`config.mk`:
```
export PLATFORM = sky130hd
export DESIGN_NAME = alu_pipe
export DESIGN_NICKNAME = d
export VERILOG_FILES = /design/src/rtl/alu_pkg.sv /design/src/rtl/alu_core.sv /design/src/rtl/alu_pipe.sv
export SDC_FILE = /design/constraint.sdc
export NUM_CORES = 1
export LEC_CHECK = 0
export ABC_AREA = 0
export ABC_CLOCK_PERIOD_IN_PS = 4000
export CAP_MARGIN = 10
export CELL_PAD_IN_SITES_DETAIL_PLACEMENT = 0
export CELL_PAD_IN_SITES_GLOBAL_PLACEMENT = 2
export CORE_MARGIN = 2
export CORE_UTILIZATION = 34
export DETAILED_ROUTE_END_ITERATION = 7
export PLACE_DENSITY_LB_ADDON = 0.15
export SYNTH_ARGS = -nofsm -noshare
export SYNTH_HDL_FRONTEND = slang
export SYNTH_SLANG_ARGS = --single-unit
```
`constraint.sdc`:
```
create_clock -name clk -period 4 [get_ports clk]
set_input_delay 1 -clock clk [delete_from_list [all_inputs] [get_ports clk]]
set_output_delay 1 -clock clk [all_outputs]
set_load 0.05 [all_outputs]
```
`src/rtl/alu_pkg.sv`:
```
// Shared op-code encoding, widths and status-flag bundle for the pipelined ALU.
// Latency: n/a (types and constants only).
// Backpressure: n/a.
package alu_pkg;

  localparam int ALU_OP_W = 4;

  typedef enum logic [ALU_OP_W-1:0] {
    ALU_AND  = 4'd0,
    ALU_OR   = 4'd1,
    ALU_XOR  = 4'd2,
    ALU_NOR  = 4'd3,
    ALU_ADD  = 4'd4,
    ALU_SUB  = 4'd5,
    ALU_SLT  = 4'd6,
    ALU_SLTU = 4'd7,
    ALU_SLL  = 4'd8,
    ALU_SRL  = 4'd9,
    ALU_SRA  = 4'd10
  } alu_op_e;

  // Codes 11..15 are unassigned and report through the illegal flag.
  typedef struct packed {
    logic zero;
    logic negative;
    logic carry;
    logic overflow;
    logic illegal;
  } alu_flags_t;

endpackage

```
`src/rtl/alu_core.sv`:
```
// Combinational ALU datapath: bitwise, add/sub, compares and shifts with status flags.
// Latency: zero cycles (purely combinational).
// Backpressure: none; the enclosing pipeline decides when results are captured.
module alu_core
  import alu_pkg::*;
#(
  parameter int WIDTH = 32
) (
  input  logic [WIDTH-1:0]    a_i,
  input  logic [WIDTH-1:0]    b_i,
  input  logic [ALU_OP_W-1:0] op_i,
  output logic [WIDTH-1:0]    y_o,
  output alu_flags_t          flags_o
);

  localparam int SHW = $clog2(WIDTH);

  logic             is_sub;
  logic [WIDTH-1:0] b_eff;
  logic [WIDTH:0]   sum;
  logic [SHW-1:0]   shamt;

  // SUB reuses the adder as a + ~b + 1, so carry=1 means "no borrow".
  assign is_sub = (op_i == ALU_SUB);
  assign b_eff  = is_sub ? ~b_i : b_i;
  assign sum    = {1'b0, a_i} + {1'b0, b_eff} + {{WIDTH{1'b0}}, is_sub};
  // Upper bits of b are deliberately ignored for shifts.
  assign shamt  = b_i[SHW-1:0];

  // Result mux plus flags; zero/negative always follow the final result.
  always_comb begin
    y_o     = '0;
    flags_o = '0;
    case (op_i)
      ALU_AND:  y_o = a_i & b_i;
      ALU_OR:   y_o = a_i | b_i;
      ALU_XOR:  y_o = a_i ^ b_i;
      ALU_NOR:  y_o = ~(a_i | b_i);
      ALU_ADD, ALU_SUB: begin
        y_o              = sum[WIDTH-1:0];
        flags_o.carry    = sum[WIDTH];
        flags_o.overflow = (a_i[WIDTH-1] == b_eff[WIDTH-1]) &&
                           (sum[WIDTH-1] != a_i[WIDTH-1]);
      end
      ALU_SLT:  y_o = {{(WIDTH-1){1'b0}}, ($signed(a_i) < $signed(b_i))};
      ALU_SLTU: y_o = {{(WIDTH-1){1'b0}}, (a_i < b_i)};
      ALU_SLL:  y_o = a_i << shamt;
      ALU_SRL:  y_o = a_i >> shamt;
      ALU_SRA:  y_o = $signed(a_i) >>> shamt;
      default:  flags_o.illegal = 1'b1;
    endcase
    flags_o.zero     = (y_o == '0);
    flags_o.negative = y_o[WIDTH-1];
  end

endmodule

```
`src/rtl/alu_pipe.sv`:
```
// Two-stage pipelined ALU: operand register stage, then compute-and-register result stage.
// Latency: beat accepted at edge N is presented with out_valid after edge N+1; 1 beat/cycle.
// Backpressure: valid/ready; out_ready ripples combinationally to in_ready, stalled output held stable.
module alu_pipe
  import alu_pkg::*;
#(
  parameter int WIDTH = 32
) (
  input  logic                clk,
  input  logic                rst_n,
  input  logic                in_valid,
  output logic                in_ready,
  input  logic [WIDTH-1:0]    a,
  input  logic [WIDTH-1:0]    b,
  input  logic [ALU_OP_W-1:0] op,
  output logic                out_valid,
  input  logic                out_ready,
  output logic [WIDTH-1:0]    y,
  output logic                zero,
  output logic                negative,
  output logic                carry,
  output logic                overflow,
  output logic                illegal
);

  // Stage 1: registered operands
  logic                s1_valid_q, s1_valid_d;
  logic [WIDTH-1:0]    s1_a_q, s1_b_q;
  logic [ALU_OP_W-1:0] s1_op_q;

  // Stage 2: registered result
  logic                s2_valid_q, s2_valid_d;
  logic [WIDTH-1:0]    y_q, y_d;
  alu_flags_t          flags_q, flags_d;

  logic                s1_load, s2_load, in_fire;
  logic [WIDTH-1:0]    core_y;
  alu_flags_t          core_flags;

  // A stage may load when it is empty or its contents leave this edge.
  assign s2_load  = !s2_valid_q || out_ready;
  assign s1_load  = !s1_valid_q || s2_load;
  assign in_ready = s1_load;
  assign in_fire  = in_valid && s1_load;

  assign s1_valid_d = s1_load ? in_valid : s1_valid_q;
  assign s2_valid_d = s2_load ? s1_valid_q : s2_valid_q;
  assign y_d        = (s2_load && s1_valid_q) ? core_y : y_q;
  assign flags_d    = (s2_load && s1_valid_q) ? core_flags : flags_q;

  alu_core #(
    .WIDTH (WIDTH)
  ) u_core (
    .a_i     (s1_a_q),
    .b_i     (s1_b_q),
    .op_i    (s1_op_q),
    .y_o     (core_y),
    .flags_o (core_flags)
  );

  // Valid bits and result/flags reset so a reset drops every in-flight beat.
  always_ff @(posedge clk or negedge rst_n) begin
    if (!rst_n) begin
      s1_valid_q <= 1'b0;
      s2_valid_q <= 1'b0;
      y_q        <= '0;
      flags_q    <= '0;
    end else begin
      s1_valid_q <= s1_valid_d;
      s2_valid_q <= s2_valid_d;
      y_q        <= y_d;
      flags_q    <= flags_d;
    end
  end

  // Operand capture needs no reset: it is qualified by s1_valid_q.
  always_ff @(posedge clk) begin
    if (in_fire) begin
      s1_a_q  <= a;
      s1_b_q  <= b;
      s1_op_q <= op;
    end
  end

  assign out_valid = s2_valid_q;
  assign y         = y_q;
  assign zero      = flags_q.zero;
  assign negative  = flags_q.negative;
  assign carry     = flags_q.carry;
  assign overflow  = flags_q.overflow;
  assign illegal   = flags_q.illegal;

endmodule

```
## Word-level counts from Yosys, hierarchy flattened

Cells that the tools add are included.

| operators by class | value |
|---|---|
| $add $sub $neg | 2 |
| multiply operators | 0 |
| divide/modulo/power cells | 0 |
| $lt $le $gt $ge | 2 |
| equal/unequal tests | 12 |
| shift-type cells | 3 |
| multiplexer cells | 4 |
| bitwise operators | 5 |
| reductions and logical operators | 11 |

Operators by type and width:

| kind | count |
|---|---|
| 32-bit one-hot mux with 10 select lines | 1 |
| 32-bit less-than comparator | 2 |
| 32-bit inverter | 2 |
| 32-bit by 32-bit adder with 33-bit output | 1 |
| 33-bit by 1-bit adder with 33-bit output | 1 |
| 32-bit bitwise AND | 1 |
| 32-bit logical NOT | 1 |
| 32-bit two-way mux | 1 |
| 32-bit OR | 1 |
| 32-bit by 5-bit << shifter with 32-bit output | 1 |
| 32-bit by 5-bit right shift with 32-bit output | 1 |
| 32-bit by 5-bit >>> shifter with 32-bit output | 1 |
| 32-bit bitwise XOR | 1 |
| 4-bit by 3-bit == test with 1-bit output (second input constant) | 4 |
| 4-bit == test (second input constant) | 3 |
| 11-bit OR reduction | 1 |
| 4-bit by 2-bit == test with 1-bit output (second input constant) | 2 |
| 4-bit by 1-bit == test with 1-bit output (second input constant) | 1 |
| 4-bit logical NOT | 1 |
| 1-bit logical AND | 3 |
| 1-bit logical NOT | 2 |
| 1-bit logical OR | 2 |
| 2-bit two-way mux | 1 |
| 2-bit OR reduction | 1 |
| other kinds (3) | 3 |

| storage, ports and cells | value |
|---|---|
| flip-flop bits (word level) | 107 |
| bits in latches | 0 |
| RAM bits | 0 |
| memory bits (read-only) | 0 |
| bits of input ports | 72 |
| output and inout port bits | 39 |
| word-level logic and storage cells | 50 |
| memories | 0 |

## Depth between registers and ports, before layout

| depth | value |
|---|---|
| depth in word-level cells | 7 |
| depth in mapped cells | 19 |
| depth with buffers taken out | 14 |

## Cells and area by module

A second synthesis with hierarchy kept.

| unflattened totals | value |
|---|---|
| cells, all modules | 1,459 |
| area, all modules | 13,227.7 µm² |

By module, submodules not included:

| module | times used | cells an instance | area an instance (µm²) | seq. area each (µm²) |
|---|---|---|---|---|
| alu_core | 1 | 1,306 | 9,567.9 | 0.0 |
| alu_pipe | 1 | 153 | 3,659.8 | 3,017.9 |

## Worst setup path before layout

Ideal clock, no wire load.

| timing path | value |
|---|---|
| path kind | reg-to-reg |
| start point | register s1_b_q[1] |
| end point | register flags_q (netlist bit zero) |
| library setup time | 0.103 ns |
| arrival time | 4.164 ns |
| required time | 3.897 ns |
| path slack | -0.268 ns |
| cell stages (with the launch flop) | 20 |
| path buffers | 6 |
| period minus slack after synthesis | 4.268 ns |
| cell sequence | edfxtp_1 buf_6 buf_12 buf_6 buf_6 buf_2 buf_1 xnor2_1 inv_1 fa_1 nand3b_1 a21oi_1 o21ai_0 a22oi_1 xnor2_1 o221ai_1 or4_1 nor4_1 nand4_1 o41ai_2 |

| between the ends | value |
|---|---|
| cells in the longest elaborated chain, start to end | 6 |
| elaborated cells between the ends (all ways) | 15 |
| classes of those cells | 2 x add/sub; 2 x order compare; 3 x shift; 2 x mux; 5 x bitwise; 1 x reduce/logical |

RTL lines:

| item | line | source |
|---|---|---|
| start: declaration | alu_pipe.sv:28 | `logic [WIDTH-1:0] s1_a_q, s1_b_q;` |
| start signal: assignment | alu_pipe.sv:80 | `s1_b_q <= b;` |
| 32-bit inverter | alu_core.sv:25 | `assign b_eff = is_sub ? ~b_i : b_i;` |
| 32-bit two-way mux | alu_core.sv:25 |  |
| 32-bit by 32-bit adder with 33-bit output | alu_core.sv:26 | `assign sum = {1'b0, a_i} + {1'b0, b_eff} + {{WIDTH{1'b0}}, is_sub};` |
| 33-bit by 1-bit adder with 33-bit output | alu_core.sv:26 |  |
| 32-bit one-hot mux with 10 select lines * | alu_core.sv:34 | `case (op_i)` |
| 32-bit logical NOT * | alu_core.sv:52 | `flags_o.zero = (y_o == '0);` |
| end signal: assignment | alu_pipe.sv:72 | `flags_q <= flags_d;` |
| end: declaration | alu_pipe.sv:34 | `alu_flags_t flags_q, flags_d;` |

Every way passes the cells marked *; elsewhere a longest branch is shown, timed or not.
A chain may end at the register's enable or synchronous reset.

## Final worst setup path

| timing path | value |
|---|---|
| start point | register s1_op_q[1] |
| end point | register flags_q (netlist bit zero) |

| between the ends | value |
|---|---|
| cells in the longest elaborated chain, start to end | 6 |
| elaborated cells between the ends (all ways) | 17 |
| classes of those cells | 2 x add/sub; 10 x eq/ne; 2 x mux; 3 x reduce/logical |

RTL lines:

| item | line | source |
|---|---|---|
| start: declaration | alu_pipe.sv:29 | `logic [ALU_OP_W-1:0] s1_op_q;` |
| start signal: assignment | alu_pipe.sv:81 | `s1_op_q <= op;` |
| 4-bit by 3-bit == test with 1-bit output | alu_core.sv:24, alu_core.sv:34 |  |
| 32-bit two-way mux | alu_core.sv:25 |  |
| 32-bit by 32-bit adder with 33-bit output | alu_core.sv:26 |  |
| 33-bit by 1-bit adder with 33-bit output | alu_core.sv:26 |  |
| 32-bit one-hot mux with 10 select lines * | alu_core.sv:34 |  |
| 32-bit logical NOT * | alu_core.sv:52 |  |

Marked as above.

==> metrics.md <==
| Metric | Value |
|---|---|
| Status | complete, no violations |
| Post-route insts no fill | 2,384 |
| Register area share after synthesis | 22.0% |
| # DRC | 0 |
| Pwr/cell area | 289 nW/um^2 |
| Worst skew pair latency | 420 ps |
| Largest net degree at the start of global routing | 71 |
| Area Growth Syn to Fin | 32.6% |
| Gr usage total | 30.8% |
| CP Max Fanout | 6 |
| CP max stage delay | 570 ps |
| Clk pwr share | 18.2% |
| DRT Pass-1 Iters | 5 |
| Vias | 14,100 |
| CP startpoint | s1_op_q[1] |
| Synth area leader | edfxtp_1 |
| Num Clock Sinks | 106 |
| Skew final | 21.8 ps |
| Die width | 204 um |
| Post-synth top area share | 15.0% |
| Drt wl/cell | 26.9 um |
| Core area | 39,600 um^2 |
| Routed Antenna Nets | 0 |
| Syn avg cell area | 8.76 um^2 |
| Placed Instances | 2,347 |
| Synth area leaders | edfxtp_1 (15%), ha_1 (13%), mux4_2 (9.1%) |
| Congestion Overflow GR | 0 |
| FMAX | 254 MHz |
| Max Cap Viol | 0 |
| NetSw | 2.27 mW |
| Clock root buffer master | clkbuf_16 |
| CP cell instances | nand4bb_4 -> buf_12 -> xnor2_1 -> ha_1 -> a21oi_2 -> o21ai_2 -> a21o_1 -> a221o_2 -> xor2_1 -> a211o_1 -> or4_4 -> nor4_4 -> nand4_1 -> o41ai_2 |
| Primary FF master, synth | edfxtp_1 |
| Via density | 5.93 |
| Proportion of power drawn by combinational gates | 54.5% |
| Sequential group share of total power | 27.3% |
| Worst flop-to-flop path startpoint | s1_op_q[1] |
| CTS H-tree lvls | 3 |
| Port-buffer cells | 110 |
| Gpl congestion | 1.01 |
| Final setup violating endpoints | 0 |
| Critical path required time | 4330 ps |
| Final Hold Fails | 0 |
| Die area | 41,700 um^2 |
| Worst setup SP type | flip-flop |
| Hold WC Path Type | reg -> reg |
| First-pass GRT wire length | 92.7 mm |
| HP Start | y[26] |
| Initial antenna violation count | 1 |
| Critical path data arrival time | 4260 ps |
| CTS Hold Buffers Added | 0 |
| Seq cells post-synth | 106 |
| Clk slew on worst S/H paths | 90 ps |
| Io pins | 111 |
| Vias in the first global route | 13,600 |
| # fillers | 3,944 |
| Post-DP HPWL | 51.2 mm |
| Placed Instance Area | 17,200 um^2 |
| Switching Share | 43.5% |
| Ratio of cells with drive above 1 in the final layout | 27.3% |
| RSZ-0062 raised after global routing | true |
| Max-slew violation count | 0 |
| Mapped Cells | 1,556 |
| Synth cell types | 91 |
| Number of DRC markers in iteration 0 | 1,222 |
| Max clock buf depth | 2 |
| Overall power | 5.22 mW |
| Critical Path Sink Type | flip-flop |
| CTS Buf Count | 9 |
| Post-route clock period utilization | 98.3% |
| Leakage | 7.61 nW |
| P_int | 2.95 mW |
| Final #Nets | 2,063 |
| VDD IR-drop max | 0.366 mV |
| Starting density of the core | 34.4% |
| Syn Nets | 1,766 |
| Max stage delay cell, worst path | or4_4 |
| Worst slew pin tran | 1230 ps |
| Ys Warns | 0 |
| Number of flops mapped to enable cells by yosys | 68 |
| Async S/R FF share, synth | 35.8% |
| Post-Syn Area | 13,600 um^2 |
| Final instance area | 18,100 um^2 |
| Critical path type | reg -> reg |
| Min cycle time layout | 3930 ps |
| CTS tree | yes |
| Die Ht | 204 um |
| Relative slew slack | 17.3% |
| Total length of routed wires | 64.2 mm |
| Num rows | 73 |
path summary, 6_finish.rpt:
check                        end  slack (ps)  depth (start not counted)
min                        y[26]         480                          2
min in group asynchronous  y[13]         690                          1
max                         zero          70                         14
max in group asynchronous  y[19]        2760                          1
min reg2reg                y[26]         480                          2
max reg2reg                 zero          70                         14
power groups by stage:
| stage | combinational, mW | sequential [mW] | clock [mW] |
|---|---|---|---|
| floorplan | 1.24 | 1.68 | 0 |
| global placement | 2.66 | 1.44 | 0 |
| detailed placement | 2.66 | 1.45 | 0 |
| CTS | 2.69 | 1.42 | 0.984 |
| global route | 3.01 | 1.44 | 1.03 |
| finish | 2.84 | 1.43 | 0.947 |
state kept, by name (all words and copies together), names as in the netlist:
register / cells
s1_op_q: 4
overflow: 1
s1_a_q: 32
y: 32
carry: 1
out_valid: 1
illegal: 1
s1_valid_q: 1
zero: 1
s1_b_q: 32
final cells by class:
class / instances / area [um^2] / share of cell area (%)
Inverter: 96 / 360 / 1.99
Clock inverter: 7 / 65.1 / 0.360
Antenna cell: 1 / 2.50 / 0.0138
Tap cell: 525 / 657 / 3.63
Clock buffer: 9 / 225 / 1.25
Sequential cell: 106 / 2990 / 16.6
Multi-Input combinational cell: 1232 / 10100 / 56.1
Timing Repair Buffer: 408 / 3630 / 20.1
worst max-delay path: cells and delay by family (launching register included):
kind / cells / cell delay (ps)
flip-flops: 1 / 390
buffers and inverters: 1 / 190
AND/OR/NAND/NOR: 4 / 1170
AO/OA/AOI/OAI: 6 / 1460
XOR/XNOR: 2 / 290
adder cells (fa/ha/maj): 1 / 340
placed cells by master (no fill, tap or decap), types with 8 or more instances in the layout:
cell / count
nor2b_1: 16
nand2b_1: 19
buf_12: 19
o211ai_1: 33
o21a_1: 16
ha_1: 133
nor2_1: 90
xnor2_1: 33
nand4_1: 19
o21ai_0: 94
a21oi_2: 17
buf_4: 274
a211oi_1: 24
clkdlybuf4s50_1: 109
a21oi_1: 82
mux4_2: 55
o221ai_1: 9
o22ai_1: 18
mux2_2: 45
nand3b_1: 10
dfrtp_1: 38
nand3_1: 21
xor2_1: 8
nor3_1: 32
inv_1: 93
o31ai_1: 14
mux2i_1: 66
edfxtp_1: 68
nand2_1: 157
nor4_1: 13
clkbuf_16: 12
a31oi_1: 9
cells in the mapped netlist, types with 18 or more instances:
library cell	instances
clkbuf_1	65
mux4_2	55
nand2_1	160
nand3_1	22
xnor2_1	41
o211ai_1	33
inv_1	94
edfxtp_1	68
ha_1	137
a21oi_1	99
nor2_1	92
mux2_2	46
nand4_1	19
nand2b_1	19
o22ai_1	18
mux2i_1	66
nor3_1	34
a211oi_1	26
buf_2	31
dfrtp_1	38
o21ai_0	100
what timing repair did:
item / CTS / global route
gates resized for setup: 10 / 71
pin swaps: 0 / 34
cloned: 0 / 3
endpoints found under the setup margin: 2 / 4
buffers inserted: 0 / 16
endpoints found under the hold margin: 0 / 0
metrics by stage:
step	setup slack, ps	hold WS [ps]	TNS (ps)	util (%)
2_1_floorplan	3.08	471	0	-
3_3_place_gp	-180	464	-269	43.3
3_5_place_dp	-233	466	-436	43.3
4_1_cts	13.1	487	0	44.1
5_1_grt	-92.6	516	-103	45.6
6_report	68.0	481	0	45.6
routing by layer:
metal	global-route usage (%)	part of all wire [%]	vias up
met5	0	0	-
met4	13.5	4.4	0
met3	6.28	7.6	139
met2	47.0	44	596
met1	41.9	44	6982
li1	-	-	6418
logic make-up (layout without fill, tap and decap cells):
group           after synthesis  count (layout)  share of synthesized area, %
fa+ha+maj                   138             138                          12.7
other cells                   0               1                             0
flops                       106             106                          22.0
xor+xnor                     49              49                          3.15
buf+inv                     218             520                          6.92
simple gates                443             443                          15.8
compound gates              428             428                          20.8
mux                         174             174                          18.6
Power figures use the tool's default switching activity.
